--- src/rtl/cm_pkg.sv ---
// Shared definitions for the cm index generator: FSM encoding and default width.
package cm_pkg;

  localparam int C_WIDTH_DEF = 8;

  typedef logic [1:0] cm_state_t;

  localparam cm_state_t ST_IDLE = 2'd0;
  localparam cm_state_t ST_RUN  = 2'd1;
  localparam cm_state_t ST_DONE = 2'd2;

endpackage

--- src/rtl/cm_idx_dim.sv ---
// One dimension of the nested index counter: compare-based wrap, no overflow.
module cm_idx_dim #(
  parameter int C_WIDTH = 8
) (
  input  logic               clk_i,
  input  logic               rst_ni,
  input  logic               clr_i,
  input  logic               step_i,
  input  logic [C_WIDTH-1:0] upper_i,
  output logic [C_WIDTH-1:0] idx_o,
  output logic               wrap_o,
  output logic               last_o
);

  logic [C_WIDTH-1:0] idx_q, idx_d;

  // Last flag and carry out come straight from registered index vs latched bound.
  assign last_o = (idx_q == upper_i);
  assign wrap_o = step_i && last_o;
  assign idx_o  = idx_q;

  // Next index: abort clears, a step either wraps at the bound or increments.
  always_comb begin
    idx_d = idx_q;
    if (clr_i)       idx_d = '0;
    else if (step_i) idx_d = last_o ? '0 : idx_q + 1'b1;
  end

  // Index register.
  always_ff @(posedge clk_i or negedge rst_ni) begin
    if (!rst_ni) idx_q <= '0;
    else         idx_q <= idx_d;
  end

endmodule

--- src/rtl/cm_idx_gen.sv ---
// Three-level nested index generator with valid/ready output and done pulse.
module cm_idx_gen
  import cm_pkg::*;
#(
  parameter int C_WIDTH = C_WIDTH_DEF
) (
  input  logic               I_clk,
  input  logic               I_rst_n,
  input  logic               I_start,
  input  logic               I_clr,
  input  logic [C_WIDTH-1:0] I_upper0,
  input  logic [C_WIDTH-1:0] I_upper1,
  input  logic [C_WIDTH-1:0] I_upper2,
  output logic               O_valid,
  input  logic               I_ready,
  output logic [C_WIDTH-1:0] O_idx0,
  output logic [C_WIDTH-1:0] O_idx1,
  output logic [C_WIDTH-1:0] O_idx2,
  output logic               O_last0,
  output logic               O_last1,
  output logic               O_last2,
  output logic               O_busy,
  output logic               O_done
);

  cm_state_t state_q, state_d;

  logic [2:0][C_WIDTH-1:0] upper_q, upper_d;
  logic [2:0][C_WIDTH-1:0] idx;
  logic [2:0]              step, wrap, last;
  logic                    accept;

  // Abort wins over acceptance so a cleared cycle never advances indices.
  assign accept = (state_q == ST_RUN) && I_ready && !I_clr;

  // Carry chain: dim N steps only when dim N-1 wraps.
  assign step[0] = accept;
  assign step[1] = wrap[0];
  assign step[2] = wrap[1];

  for (genvar d = 0; d < 3; d++) begin : g_dim
    cm_idx_dim #(.C_WIDTH(C_WIDTH)) u_dim (
      .clk_i  (I_clk),
      .rst_ni (I_rst_n),
      .clr_i  (I_clr),
      .step_i (step[d]),
      .upper_i(upper_q[d]),
      .idx_o  (idx[d]),
      .wrap_o (wrap[d]),
      .last_o (last[d])
    );
  end

  // Bounds are captured only on an honoured start; later input changes are ignored.
  always_comb begin
    upper_d = upper_q;
    if (state_q == ST_IDLE && I_start && !I_clr) upper_d = {I_upper2, I_upper1, I_upper0};
  end

  // Bound latch register.
  always_ff @(posedge I_clk or negedge I_rst_n) begin
    if (!I_rst_n) upper_q <= '0;
    else          upper_q <= upper_d;
  end

  // FSM state register.
  always_ff @(posedge I_clk or negedge I_rst_n) begin
    if (!I_rst_n) state_q <= ST_IDLE;
    else          state_q <= state_d;
  end

  // FSM next state; the outermost wrap is exactly the accepted all-last beat.
  always_comb begin
    state_d = state_q;
    case (state_q)
      ST_IDLE: if (I_start) state_d = ST_RUN;
      ST_RUN:  if (wrap[2]) state_d = ST_DONE;
      ST_DONE: state_d = ST_IDLE;
      default: state_d = ST_IDLE;
    endcase
    if (I_clr) state_d = ST_IDLE;
  end

  // FSM outputs; last flags are masked so idle zero bounds never show as last.
  always_comb begin
    O_valid = (state_q == ST_RUN);
    O_busy  = (state_q == ST_RUN) || (state_q == ST_DONE);
    O_done  = (state_q == ST_DONE);
    O_idx0  = idx[0];
    O_idx1  = idx[1];
    O_idx2  = idx[2];
    O_last0 = O_valid && last[0];
    O_last1 = O_valid && last[1];
    O_last2 = O_valid && last[2];
  end

endmodule

--- config.mk ---
export PLATFORM = sky130hd
export DESIGN_NAME = cm_idx_gen
export DESIGN_NICKNAME = d
export VERILOG_FILES = /design/src/rtl/cm_pkg.sv /design/src/rtl/cm_idx_dim.sv /design/src/rtl/cm_idx_gen.sv
export SDC_FILE = /design/constraint.sdc
export NUM_CORES = 1
export LEC_CHECK = 0
export BUFFER_PORTS_ARGS = -buffer_cell sky130_fd_sc_hd__buf_2
export CORE_MARGIN = 5
export CORE_UTILIZATION = 56
export CTS_CLUSTER_DIAMETER = 40
export DETAILED_ROUTE_END_ITERATION = 6
export PLACE_DENSITY = 0.84
export SLEW_MARGIN = 40
export SYNTH_ARGS = -nofsm -noshare
export SYNTH_HDL_FRONTEND = slang
export SYNTH_SLANG_ARGS = --single-unit
--- constraint.sdc ---
create_clock -name I_clk -period 6.25 [get_ports I_clk]
set_input_delay 0.625 -clock I_clk [delete_from_list [all_inputs] [get_ports I_clk]]
set_output_delay 0.625 -clock I_clk [all_outputs]
set_load 0.01 [all_outputs]
==> run metrics <==
Yosys warning count 0; Post-Syn Nets ~280; Max-cap violations 0; Post-synth ARST share 1.00; die area roughly 6300 um^2; Detailed Route WL just under 6000 um; Layout area overhead 16.9%; top cells by area, synth dfrtp_1 (47%), mux2_2 (11%), xor2_1 (8.5%); combinational power share 0.266; FMAX 330 MHz; #FFs+latches synth 50; post-route ant nets 0; FF-to-FF setup slack about 3.8 ns; commonest non-fill, non-tap cell in the layout buf_2; Layout Cells excl Fill 353; Core Area 4690 um^2; RSZ-0062 raised after global routing no; cts hold-fix bufs 0; CTS tree yes; initial antenna violation count 0; share of cells above drive strength 1 0.334; Hold Path Class input port to asynchronous set/reset pin; total power 0.930 mW; Final nets 334; Placed Cells around 350; Initial Util 0.569; Design Area, Final 3120 um^2; Iter 0 DRT Violations ~120; worst-margin pin slew 0.752 ns; Fin. Hold Viols 0; Synth area leader dfrtp_1; row count 25; switch share 0.306; setup bufs post-CTS 0; library cells used by synthesis 41; pin count of the biggest net entering global routing roughly 50; syn_area_per_cell around 11 um^2; cts bufs inserted 5; Sink Count 50; RR Startpoint g_dim[0].u_dim.idx_o[3]; Post-Syn Area 2670 um^2; Slew Limit Fails 0; via/cell ratio approximately 6.0; routed len/inst about 16 um; Post-synth EDFFs 0; Crit Path Class flip-flop to output pin; fin crit period a little over 3 ns; Die X a little under 80 um; Int Power approximately 0.65 mW; vias post-DR approximately 2100; R2R Path End g_dim[2].u_dim.idx_o[7]; Sw Pwr ~0.28 mW; clk root buf clkbuf_8; GR Overflow Total 0; H-tree Lvls 2; critical path capture point type output pin; critical path launch point type flip-flop; clock skew slightly below 0.009 ns; Crit Path Max Fanout 12; Max IR drop VDD between 0.15 and 0.2 mV; Main synth FF type dfrtp_1; setup tns final 0 ns; # setup viols final 0; Port-buffer cells 58; clock group share of total power 0.245; IO Pins just under 60; PwrDens 298 nW/um^2; Pre-Repair DR Iteration Count 5; status completed; DRC Markers 0; first-pass GRT wire length 9780 um; P_leak roughly 1.5 nW; Worst Path Required ~5.6 ns; Synth Instances 240; vias in the first global route between 2000 and 2500; DP Area between 3000 and 4000 um^2; DP Wirelength just over 4000 um; Hold Slack around 0.33 ns; sequential fraction of the synthesis area 0.468; sequential share of power 0.490; # diodes 0; Die Ht 79.1 um; Relative slew margins 0.494; Clock Path Buffers 2; worst reg2reg path depth 5; clk_lat worst skew roughly 0.30 ns; gr usage total 0.200; period utilization 0.484; post-CTS resize count 0; Worst-path clk slew ~0.09 ns; Worst EP arrival between 2 and 2.5 ns; most frequent cells in the layout buf_2 (57), dfrtp_1 (50), xor2_1 (26), mux2_2 (26), a21oi_1 (15); area share of the largest cell type after synthesis 0.468; placer congestion estimate approximately 0.87
-- cell type report --
class	instances	area (um^2)
Inverter	7	26.3
Fill cell	369	1570
Sequential cell	50	1250
Multi-Input combinational cell	175	1360
Tap cell	54	67.6
Clock inverter	3	45.0
Clock buffer	5	68.8
Timing Repair Buffer	59	300
-- synth_stat cells, drive strengths merged, types with 2 or more instances --
master	count
o32ai	2
o31ai	2
nand4b	3
ha	7
nor3	2
clkbuf	7
or3	2
nand3	10
mux2	26
a211oi	5
xor2	26
a31oi	4
nor2	6
nand4	3
and3	13
nor4	7
dfrtp	50
o311ai	2
nand2	10
o21ai	10
inv	7
a22o	6
a21oi	15
xnor2	2
-- metal layers --
layer | GRT usage | vias to the layer above | routed length [um]
met5 | 0 | - | 0
met4 | 0.0704 | 0 | 87
met3 | 0.0442 | 10 | 295
met2 | 0.336 | 81 | 2890
met1 | 0.254 | 1032 | 2540
li1 | - | 1002 | -
-- worst max-delay path by stage --
stage                            startpoint       to  slack [ns]  cells past startpoint
detailed placement  g_dim[2].u_dim.idx_o[3]  O_last2        3.60                      5
global placement    g_dim[2].u_dim.idx_o[2]  O_last2        3.71                      5
floorplan           g_dim[2].u_dim.idx_o[1]  O_last2        3.97                      5
global route        g_dim[2].u_dim.idx_o[3]  O_last2        3.02                      5
finish              g_dim[2].u_dim.idx_o[2]  O_last2        3.22                      5
CTS                 g_dim[2].u_dim.idx_o[3]  O_last2        3.25                      5
-- flip-flops by register name, indices dropped and copies added, names as in the netlist --
| signal | cells |
|---|---|
| g_dim.u_dim.idx_o | 24 |
| state_q | 2 |
| upper_q | 24 |
-- cell families (layout without fill, tap and decap cells) --
family	count (synthesis)	after routing	share of synthesized area
AO/OA/AOI/OAI	51	51	0.125
XOR/XNOR	28	28	0.0918
adder cells (fa/ha/maj)	7	7	0.0328
buffers and inverters	15	74	0.0215
flip-flops	50	50	0.468
multiplexers	27	27	0.113
AND/OR/NAND/NOR	62	62	0.148
-- critical path, cell delays in order, from the launching register on --
cell     delay [ns]
dfrtp_1        0.46
xor2_1         0.17
nor4_1         0.66
nand2_1        0.45
nor2_1         0.20
buf_2          0.15
-- power groups by stage --
| stage | Sequential [mW] | Clock [mW] | Combinational (mW) |
|---|---|---|---|
| after CTS | 0.456 | 0.233 | 0.250 |
| final | 0.456 | 0.227 | 0.247 |
| after floorplan | 0.449 | 0 | 0.196 |
| after detailed placement | 0.463 | 0 | 0.247 |
| after global routing | 0.467 | 0.249 | 0.277 |
| after global placement | 0.458 | 0 | 0.239 |
-- stage by stage --
stage / utilization / setup slack [ns]
after detailed placement: 0.641 / 3.60
after global placement: 0.641 / 3.71
after global routing: 0.665 / 3.02
final: 0.665 / 3.22
after floorplan: - / 3.97
after CTS: 0.665 / 3.25
Power figures use the tool's default switching activity.
